`config.mk`:
```
export PLATFORM = sky130hd
export DESIGN_NAME = hazard_unit_flat
export DESIGN_NICKNAME = d
export VERILOG_FILES = /design/src/rtl/hazard_unit_if.sv /design/src/rtl/hazard_unit.sv /design/src/flat_wrapper.sv
export SDC_FILE = /design/constraint.sdc
export NUM_CORES = 1
export LEC_CHECK = 0
export ABC_AREA = 1
export CAP_MARGIN = 5
export CORE_UTILIZATION = 40
export CTS_CLUSTER_SIZE = 8
export DETAILED_ROUTE_END_ITERATION = 12
export DONT_BUFFER_PORTS = 1
export GPL_ROUTABILITY_DRIVEN = 0
export GPL_TIMING_DRIVEN = 0
export HOLD_SLACK_MARGIN = 0.08
export PLACE_DENSITY = 0.53
export REMOVE_ABC_BUFFERS = 1
export SLEW_MARGIN = 20
export SYNTH_ARGS = -nofsm -noshare
export SYNTH_HDL_FRONTEND = slang
export SYNTH_SLANG_ARGS = --single-unit
export TNS_END_PERCENT = 100
```
`constraint.sdc`:
```
create_clock -name clk -period 4.7 [get_ports clk]
set_clock_uncertainty 0.05 [all_clocks]
set_input_delay 0.94 -clock clk [delete_from_list [all_inputs] [get_ports clk]]
set_output_delay 0.94 -clock clk [all_outputs]
set_load 0.02 [all_outputs]
```
`src/rtl/hazard_unit_if.sv`:
```
// Hazard-unit bundle: per-stage control bits and register tags going in,
// stall/flush/forward controls, memory-timeout flag and event counters coming out.
interface hazard_unit_if #(
    parameter int CNT_W = 16
);
    logic [4:0]       rsD, rtD, rsE, rtE;
    logic [4:0]       writeregE, writeregM, writeregW;
    logic             branchD, regwriteE, memtoregE;
    logic             regwriteM, memtoregM, regwriteW;
    logic             memReqM, memReadyM;
    logic             stallF, stallD, stallE, stallM;
    logic             flushE, flushW;
    logic             forwardAD, forwardBD;
    logic [1:0]       forwardAE, forwardBE;
    logic             memErr;
    logic [CNT_W-1:0] lwStallCnt, branchStallCnt, memWaitCnt;

    modport slave (
        input  rsD, rtD, rsE, rtE, writeregE, writeregM, writeregW,
               branchD, regwriteE, memtoregE, regwriteM, memtoregM, regwriteW,
               memReqM, memReadyM,
        output stallF, stallD, stallE, stallM, flushE, flushW,
               forwardAD, forwardBD, forwardAE, forwardBE,
               memErr, lwStallCnt, branchStallCnt, memWaitCnt
    );

    modport master (
        output rsD, rtD, rsE, rtE, writeregE, writeregM, writeregW,
               branchD, regwriteE, memtoregE, regwriteM, memtoregM, regwriteW,
               memReqM, memReadyM,
        input  stallF, stallD, stallE, stallM, flushE, flushW,
               forwardAD, forwardBD, forwardAE, forwardBE,
               memErr, lwStallCnt, branchStallCnt, memWaitCnt
    );
endinterface

```
`src/rtl/hazard_unit.sv`:
```
// Five-stage MIPS hazard responder: forwarding, load-use/branch stalls, data-memory
// wait FSM with sticky timeout. Stall-event counters are built when HAZARD_PERF_CNT_EN is defined.
module hazard_unit #(
    parameter int WAIT_LIMIT = 15,
    parameter int CNT_W      = 16
) (
    input logic         clk,
    input logic         reset,
    hazard_unit_if.slave hz
);

    typedef enum logic {ST_RUN, ST_WAIT} state_t;

    state_t     state, stateNext;
    logic [7:0] waitCnt, waitNext;
    logic       memErrQ, memErrNext;
    logic       lwStall, branchStall, memStall;

    function automatic logic [1:0] fwdSel(input logic [4:0] src, input logic [4:0] wrM,
                                          input logic rwM, input logic [4:0] wrW,
                                          input logic rwW);
        if (src != 5'd0 && src == wrM && rwM)
            return 2'b10;
        else if (src != 5'd0 && src == wrW && rwW)
            return 2'b01;
        return 2'b00;
    endfunction

    always_comb begin
        lwStall     = hz.memtoregE & ((hz.rtE == hz.rsD) | (hz.rtE == hz.rtD));
        branchStall = hz.branchD &
                      ((hz.regwriteE & ((hz.writeregE == hz.rsD) | (hz.writeregE == hz.rtD))) |
                       (hz.memtoregM & ((hz.writeregM == hz.rsD) | (hz.writeregM == hz.rtD))));
        memStall    = hz.memReqM & ~hz.memReadyM;
    end

    // Memory freeze outranks the load-use/branch bubble; the bubble is taken once the wait ends.
    always_comb begin
        hz.stallF    = 1'b0;
        hz.stallD    = 1'b0;
        hz.stallE    = 1'b0;
        hz.stallM    = 1'b0;
        hz.flushE    = 1'b0;
        hz.flushW    = 1'b0;
        hz.forwardAD = 1'b0;
        hz.forwardBD = 1'b0;
        hz.forwardAE = 2'b00;
        hz.forwardBE = 2'b00;
        if (reset) begin
            hz.forwardAE = fwdSel(hz.rsE, hz.writeregM, hz.regwriteM, hz.writeregW, hz.regwriteW);
            hz.forwardBE = fwdSel(hz.rtE, hz.writeregM, hz.regwriteM, hz.writeregW, hz.regwriteW);
            hz.forwardAD = (hz.rsD != 5'd0) & (hz.rsD == hz.writeregM) & hz.regwriteM;
            hz.forwardBD = (hz.rtD != 5'd0) & (hz.rtD == hz.writeregM) & hz.regwriteM;
            if (memStall) begin
                hz.stallF = 1'b1;
                hz.stallD = 1'b1;
                hz.stallE = 1'b1;
                hz.stallM = 1'b1;
                hz.flushW = 1'b1;
            end else if (lwStall | branchStall) begin
                hz.stallF = 1'b1;
                hz.stallD = 1'b1;
                hz.flushE = 1'b1;
            end
        end
    end

    always_ff @(posedge clk or negedge reset) begin
        if (!reset) begin
            state   <= ST_RUN;
            waitCnt <= 8'd0;
            memErrQ <= 1'b0;
        end else begin
            state   <= stateNext;
            waitCnt <= waitNext;
            memErrQ <= memErrNext;
        end
    end

    // waitCnt holds the number of completed stall cycles, so WAIT_LIMIT-1 marks the last tolerated one.
    always_comb begin
        stateNext  = state;
        waitNext   = 8'd0;
        memErrNext = memErrQ;
        if (memStall && waitCnt == 8'(WAIT_LIMIT - 1))
            memErrNext = 1'b1;
        case (state)
            ST_RUN: begin
                if (memStall) begin
                    stateNext = ST_WAIT;
                    waitNext  = 8'd1;
                end
            end
            ST_WAIT: begin
                if (memStall)
                    waitNext = (waitCnt < 8'(WAIT_LIMIT)) ? waitCnt + 8'd1 : waitCnt;
                else
                    stateNext = ST_RUN;
            end
            default: stateNext = ST_RUN;
        endcase
    end

    assign hz.memErr = memErrQ;

`ifdef HAZARD_PERF_CNT_EN
    localparam logic [CNT_W-1:0] CNT_MAX = '1;
    localparam logic [CNT_W-1:0] CNT_ONE = CNT_W'(1);

    logic [CNT_W-1:0] lwCnt, brCnt, mwCnt;

    always_ff @(posedge clk or negedge reset) begin
        if (!reset) begin
            lwCnt <= '0;
            brCnt <= '0;
            mwCnt <= '0;
        end else begin
            if (lwStall && !memStall && lwCnt != CNT_MAX)
                lwCnt <= lwCnt + CNT_ONE;
            if (branchStall && !lwStall && !memStall && brCnt != CNT_MAX)
                brCnt <= brCnt + CNT_ONE;
            if (memStall && mwCnt != CNT_MAX)
                mwCnt <= mwCnt + CNT_ONE;
        end
    end

    assign hz.lwStallCnt     = lwCnt;
    assign hz.branchStallCnt = brCnt;
    assign hz.memWaitCnt     = mwCnt;
`else
    localparam logic [CNT_W-1:0] CNT_ZERO = '0;

    assign hz.lwStallCnt     = CNT_ZERO;
    assign hz.branchStallCnt = CNT_ZERO;
    assign hz.memWaitCnt     = CNT_ZERO;
`endif

endmodule
```
`src/flat_wrapper.sv`:
```
// flat-port wrapper written by rule: the top's interface ports become plain ports
module hazard_unit_flat 
#(
    parameter int WAIT_LIMIT = 15,
    parameter int CNT_W      = 16
)
  (clk, reset, hz_rsD, hz_rtD, hz_rsE, hz_rtE, hz_writeregE, hz_writeregM, hz_writeregW, hz_branchD, hz_regwriteE, hz_memtoregE, hz_regwriteM, hz_memtoregM, hz_regwriteW, hz_memReqM, hz_memReadyM, hz_stallF, hz_stallD, hz_stallE, hz_stallM, hz_flushE, hz_flushW, hz_forwardAD, hz_forwardBD, hz_forwardAE, hz_forwardBE, hz_memErr, hz_lwStallCnt, hz_branchStallCnt, hz_memWaitCnt);
  hazard_unit_if #(.CNT_W(CNT_W)) hz_i ();
  input logic clk;
  input logic reset;
  input wire logic [$bits(hz_i.rsD)-1:0] hz_rsD;
  input wire logic [$bits(hz_i.rtD)-1:0] hz_rtD;
  input wire logic [$bits(hz_i.rsE)-1:0] hz_rsE;
  input wire logic [$bits(hz_i.rtE)-1:0] hz_rtE;
  input wire logic [$bits(hz_i.writeregE)-1:0] hz_writeregE;
  input wire logic [$bits(hz_i.writeregM)-1:0] hz_writeregM;
  input wire logic [$bits(hz_i.writeregW)-1:0] hz_writeregW;
  input wire logic [$bits(hz_i.branchD)-1:0] hz_branchD;
  input wire logic [$bits(hz_i.regwriteE)-1:0] hz_regwriteE;
  input wire logic [$bits(hz_i.memtoregE)-1:0] hz_memtoregE;
  input wire logic [$bits(hz_i.regwriteM)-1:0] hz_regwriteM;
  input wire logic [$bits(hz_i.memtoregM)-1:0] hz_memtoregM;
  input wire logic [$bits(hz_i.regwriteW)-1:0] hz_regwriteW;
  input wire logic [$bits(hz_i.memReqM)-1:0] hz_memReqM;
  input wire logic [$bits(hz_i.memReadyM)-1:0] hz_memReadyM;
  output wire logic [$bits(hz_i.stallF)-1:0] hz_stallF;
  output wire logic [$bits(hz_i.stallD)-1:0] hz_stallD;
  output wire logic [$bits(hz_i.stallE)-1:0] hz_stallE;
  output wire logic [$bits(hz_i.stallM)-1:0] hz_stallM;
  output wire logic [$bits(hz_i.flushE)-1:0] hz_flushE;
  output wire logic [$bits(hz_i.flushW)-1:0] hz_flushW;
  output wire logic [$bits(hz_i.forwardAD)-1:0] hz_forwardAD;
  output wire logic [$bits(hz_i.forwardBD)-1:0] hz_forwardBD;
  output wire logic [$bits(hz_i.forwardAE)-1:0] hz_forwardAE;
  output wire logic [$bits(hz_i.forwardBE)-1:0] hz_forwardBE;
  output wire logic [$bits(hz_i.memErr)-1:0] hz_memErr;
  output wire logic [$bits(hz_i.lwStallCnt)-1:0] hz_lwStallCnt;
  output wire logic [$bits(hz_i.branchStallCnt)-1:0] hz_branchStallCnt;
  output wire logic [$bits(hz_i.memWaitCnt)-1:0] hz_memWaitCnt;
  assign hz_i.rsD = hz_rsD;
  assign hz_i.rtD = hz_rtD;
  assign hz_i.rsE = hz_rsE;
  assign hz_i.rtE = hz_rtE;
  assign hz_i.writeregE = hz_writeregE;
  assign hz_i.writeregM = hz_writeregM;
  assign hz_i.writeregW = hz_writeregW;
  assign hz_i.branchD = hz_branchD;
  assign hz_i.regwriteE = hz_regwriteE;
  assign hz_i.memtoregE = hz_memtoregE;
  assign hz_i.regwriteM = hz_regwriteM;
  assign hz_i.memtoregM = hz_memtoregM;
  assign hz_i.regwriteW = hz_regwriteW;
  assign hz_i.memReqM = hz_memReqM;
  assign hz_i.memReadyM = hz_memReadyM;
  assign hz_stallF = hz_i.stallF;
  assign hz_stallD = hz_i.stallD;
  assign hz_stallE = hz_i.stallE;
  assign hz_stallM = hz_i.stallM;
  assign hz_flushE = hz_i.flushE;
  assign hz_flushW = hz_i.flushW;
  assign hz_forwardAD = hz_i.forwardAD;
  assign hz_forwardBD = hz_i.forwardBD;
  assign hz_forwardAE = hz_i.forwardAE;
  assign hz_forwardBE = hz_i.forwardBE;
  assign hz_memErr = hz_i.memErr;
  assign hz_lwStallCnt = hz_i.lwStallCnt;
  assign hz_branchStallCnt = hz_i.branchStallCnt;
  assign hz_memWaitCnt = hz_i.memWaitCnt;
  hazard_unit #(.WAIT_LIMIT(WAIT_LIMIT), .CNT_W(CNT_W)) u_core (.clk(clk), .reset(reset), .hz(hz_i));
endmodule
```
# --- Word-level counts from Yosys, hierarchy flattened ---
# Cells that the tools add are included.
word_totals:
  out_inout_bits: 61
  in_bits: 45
  elab_cells: 75
  reg_bits: 10
op_classes:
  bitwise_logic: 16
  n_eq_ne: 14
  n_reduce_logical: 13
  add_sub_neg: 1
  n_lt_le_gt_ge: 1
  muxes: 27
ops:
  columns: ["op", "n"]
  rows:
  - ["$eq 5x5->1", 12]
  - ["$reduce_bool 5->1", 4]
  - ["$mux 1", 16]
  - ["$mux 2", 8]
  - ["$mux 8", 2]
  - ["$pmux 8 s2", 1]
  - ["$and 1x1->1", 9]
  - ["$logic_and 1x1->1", 9]
  - ["$add 8x1->8 const B", 1]
  - ["$eq 8x4->1 const B", 1]
  - ["$lt 8x4->1 const B", 1]
  - ["$or 1x1->1", 5]
  - ["$ne 3x3->1 const B", 1]
  - ["$not 1->1", 2]

# --- Logic depth before layout (Yosys ltp) ---
depth:
  ltp_word: 9
  mapped_depth: 14

# --- Worst setup path after synthesis ---
# No wires, ideal clock.
synth_timing:
  path_kind: "input port to output port"
  start: "input hz_rtE[2]"
  end: "output hz_forwardBE[0]"
  setup_slack_ps: 1676
  stages: 8
  arrival_ps: 2034
  t_required_ps: 3710
  n_path_buf: 1
  path_cell_list: "clkbuf_2 -> inv_1 -> nand3_1 -> nor3_1 -> nor3_1 -> nand3_1 -> nand2_1 -> nor3_1"
synth_via:
  elab_chain_len: 8
  word_cells_on_any_way: 13
  classes_between: "eq/ne (2); mux (6); reduce/logical (5)"
synth_rtl:
  columns: ["item", "line", "text"]
  rows:
  - ["start, declared", "flat_wrapper.sv:14", "input wire logic [$bits(hz_i.rtE)-1:0] hz_rtE;"]
  - ["$eq 5x5->1 / $reduce_bool 5->1 (equally long branches)", "hazard_unit.sv:24, hazard_unit.sv:22", null]
  - ["$logic_and 1x1->1 (2 in a row)", "hazard_unit.sv:24", "else if (src != 5'd0 && src == wrW && rwW)"]
  - ["$mux 1", "hazard_unit.sv:24", null]
  - ["$mux 1", "hazard_unit.sv:22", "if (src != 5'd0 && src == wrM && rwM)"]
  - ["$mux 1", "hazard_unit.sv:49", "if (reset) begin"]
  - ["$mux 2 *", "hazard_unit.sv:26", "return 2'b00;"]
  - ["$mux 2 *", "hazard_unit.sv:49", null]
  - ["end, declared", "flat_wrapper.sv:35", "output wire logic [$bits(hz_i.forwardBE)-1:0] hz_forwardBE;"]
# Every way passes the cells marked *; elsewhere a longest branch is shown, timed or not. The select of a mux whose other input is x is not followed.

# --- Final worst setup path ---
layout_timing:
  start: "input hz_memReqM"
  end: "output hz_stallF"
layout_via:
  elab_chain_len: 3
layout_rtl:
  columns: ["item", "line", "text"]
  rows:
  - ["start, declared", "flat_wrapper.sv:24", "input wire logic [$bits(hz_i.memReqM)-1:0] hz_memReqM;"]
  - ["$and 1x1->1", "hazard_unit.sv:34", "memStall = hz.memReqM & ~hz.memReadyM;"]
  - ["$mux 1 (2 in a row)", null, null]
  - ["end, declared", "flat_wrapper.sv:26", "output wire logic [$bits(hz_i.stallF)-1:0] hz_stallF;"]
# No other way between the ends.

==> impl_metrics.json <==
{
  "setup_viol": 0,
  "cts_setup_buffers": 0,
  "p_sw_mw": 0.1049,
  "crit_top_cell": "inv_1",
  "async_flop_share": 1.000,
  "slowest_stage": "nor2_1",
  "slew-limit-headroom": 0.2622,
  "outcome": "finished clean",
  "total_power_mw": 0.2948,
  "yosysWarnings": 0,
  "cp.arrival_ps": 2550,
  "antenna_found_initial": 0,
  "dieArea_sq_um": 4561,
  "syn_inst": 285,
  "drtIter0Drc": 76,
  "cts_buffers": 3,
  "intPower_mw": 0.1899,
  "cts_hold_buf": 0,
  "synthFlopType": "dfrtp_1",
  "drv_cap": 0,
  "routed-via-count": 1510,
  "fmax_mhz": 282.6,
  "cts_resized": 0,
  "grt-ovfl-total": 0,
  "worstMarginPinSlew_ps": 1103,
  "synth_edf_count": 0,
  "layout-drive-gt1-share": 0.03584,
  "final.min_clock_period_ps": 3539,
  "ys_types": 30,
  "p_per_area_nw_per_um2": 184.6,
  "top_layer_used": "met3",
  "hpwl_mm": 3.154,
  "grt_pass1_wl_mm": 5.968,
  "synthToLayoutAreaGrowth_pct": -7.065,
  "ys_ff_latch": 10,
  "rr_worst_depth": 5,
  "initial_utilization": 0.4234,
  "wl_met3_um": 337,
  "antenna_cells": 0,
  "met1_length_mm": 1.706,
  "crit_chain": "inv_1 > or2_1 > nor2_1 > inv_1 > nand2_1",
  "switching_share": 0.3557,
  "finalHoldViolCount": 0,
  "cts.path.max_buffers": 2,
  "worstSetupPathType": "in2out",
  "grt_max_degree": 15,
  "nNetsFinal": 327,
  "wl_met2_mm": 1.671,
  "cts.sinks": 10,
  "dr.pass1.iters": 4,
  "path_clk_slew_ps": 50,
  "cts_tree": "done",
  "grt.total_usage": 0.1746,
  "worstPathMaxFanout": 4,
  "power_frac_comb": 0.337,
  "holdCritPathClass": "in2async",
  "port_buffers": 0,
  "crit_buf_inv": 2,
  "cp-start-kind": "input port",
  "period_share": 0.7530,
  "worst-path-stages": 5,
  "max_stage_delay_ps": 840,
  "die_h_um": 67.54,
  "required_ps": 3710,
  "final_common_cell": "nand2_1",
  "die_w_um": 67.54,
  "slew_viol_final": 0,
  "rsz0062_at_grt": "no",
  "htree_num_levels": 1,
  "synthesis.area_sq_um": 1718,
  "grt_pass1_vias": 1331,
  "final_cell_mix": "70 x nand2_1, 48 x conb_1, 41 x inv_1",
  "power_leakage_nw": 0.9611,
  "insertion_delay_ps": 240,
  "io_pins": 106,
  "ant_nets": 0,
  "tns_ps": 0,
  "clock_power_share": 0.365,
  "route.detailed.drc": 0,
  "drt-total-wl_mm": 3.715,
  "routedWlPerCell_um": 11.29,
  "cp-end-kind": "output port",
  "seq_area_frac_synth": 0.1457,
  "viasPerCell": 4.590,
  "clock-root-buffer": "clkbuf_8",
  "crit_family": "simple AND/OR/NAND/NOR gates",
  "core_area_sq_um": 4058,
  "fillers": 473,
  "sequentialPowerShare": 0.298,
  "ir_drop_uv": 161.6,
  "synth.avg_cell_area_sq_um": 6.028,
  "rows": 23
}
sequential cells by signal (all words and copies together), names as in the netlist:
name	flops
u_core.state	1
u_core.waitCnt	8
u_core.hz.memErr	1
final cells by class:
class	instances	area (sq um)	share of cell area
sequential	10	250.2	0.1567
tap	50	62.56	0.03918
clock buffer	4	55.05	0.03448
multi-input combinational	221	1064	0.6661
inverter	44	165.2	0.1034
synthesized netlist by cell type (2+ instances only):
cell type	count	area share
buf_4	52	0.23
xor2_1	11	0.056
nor2_1	31	0.068
o211a_1	2	0.012
nand3_1	12	0.035
o22ai_1	2	0.0073
dfrtp_1	10	0.15
a21oi_1	5	0.015
clkbuf_2	2	0.0058
a311oi_1	2	0.010
xnor2_1	9	0.046
nor4_1	3	0.011
nand2_1	70	0.15
ha_1	2	0.015
buf_2	3	0.0087
a211oi_1	2	0.0087
nand2_2	2	0.0073
inv_1	41	0.090
inv_2	3	0.0066
o21ai_0	4	0.012
nor3_1	8	0.023
final timing paths:
check,from,end,slack [ps]
hold / removal,reset,u_core.waitCnt[4],340
max in group asynchronous,reset,u_core.waitCnt[2],4180
setup reg to reg,u_core.waitCnt[6],u_core.waitCnt[0],3190
setup / recovery,hz_memReqM,hz_stallF,1160
min in group clk,u_core.waitCnt[5],u_core.waitCnt[5],440
hold reg to reg,u_core.waitCnt[5],u_core.waitCnt[5],440
worst reg2reg max path, stage by stage, from the launching register on:
cell      delay [ps]
dfrtp_1          370
nor4_1           400
nand2_1          220
nand2_2          190
o211ai_1         100
o21ai_0           90
power groups by stage:
stage	registers (mW)	clock network (mW)	logic, mW
3_3_place_gp	0.0893	0	0.0988
3_5_place_dp	0.0893	0	0.0993
2_1_floorplan	0.0891	0	0.0900
6_report	0.0879	0.108	0.0993
4_1_cts	0.0879	0.111	0.0996
5_1_grt	0.0879	0.117	0.115
cell families (layout without fill, tap and decap cells):
logic type | count (synthesis) | in the layout | synth area share
and+or+nand+nor | 129 | 129 | 0.3081
buffers and inverters | 101 | 48 | 0.3379
DFF | 10 | 10 | 0.1457
adders and majority gates | 2 | 2 | 0.01456
xor gates and xnor gates | 20 | 20 | 0.1020
other | 1 | 48 | 0.002183
AOI/OAI and AO/OA | 22 | 22 | 0.08959
through the flow:
stage | instance area (sq um) | setup slack (ps) | util | std cells | hold WS [ps]
final | 1597 | 1161 | 0.3935 | 329 | 344.8
after global routing | 1597 | 1059 | 0.3935 | 329 | 328.8
after CTS | 1597 | 1143 | 0.3935 | 329 | 337.7
after detailed placement | 1541 | 1143 | 0.3799 | 325 | 436.3
after global placement | 1541 | 1135 | 0.3799 | 325 | 434.5
after floorplan | 1479 | 1296 | - | 275 | 422.6
metal layers:
| metal | vias up | track usage |
|---|---|---|
| met4 | 0 | 0.01862 |
| li1 | 769 | - |
| met5 | - | 0 |
| met3 | 0 | 0.04223 |
| met1 | 663 | 0.2355 |
| met2 | 78 | 0.2871 |
Power figures use the tool's default switching activity.
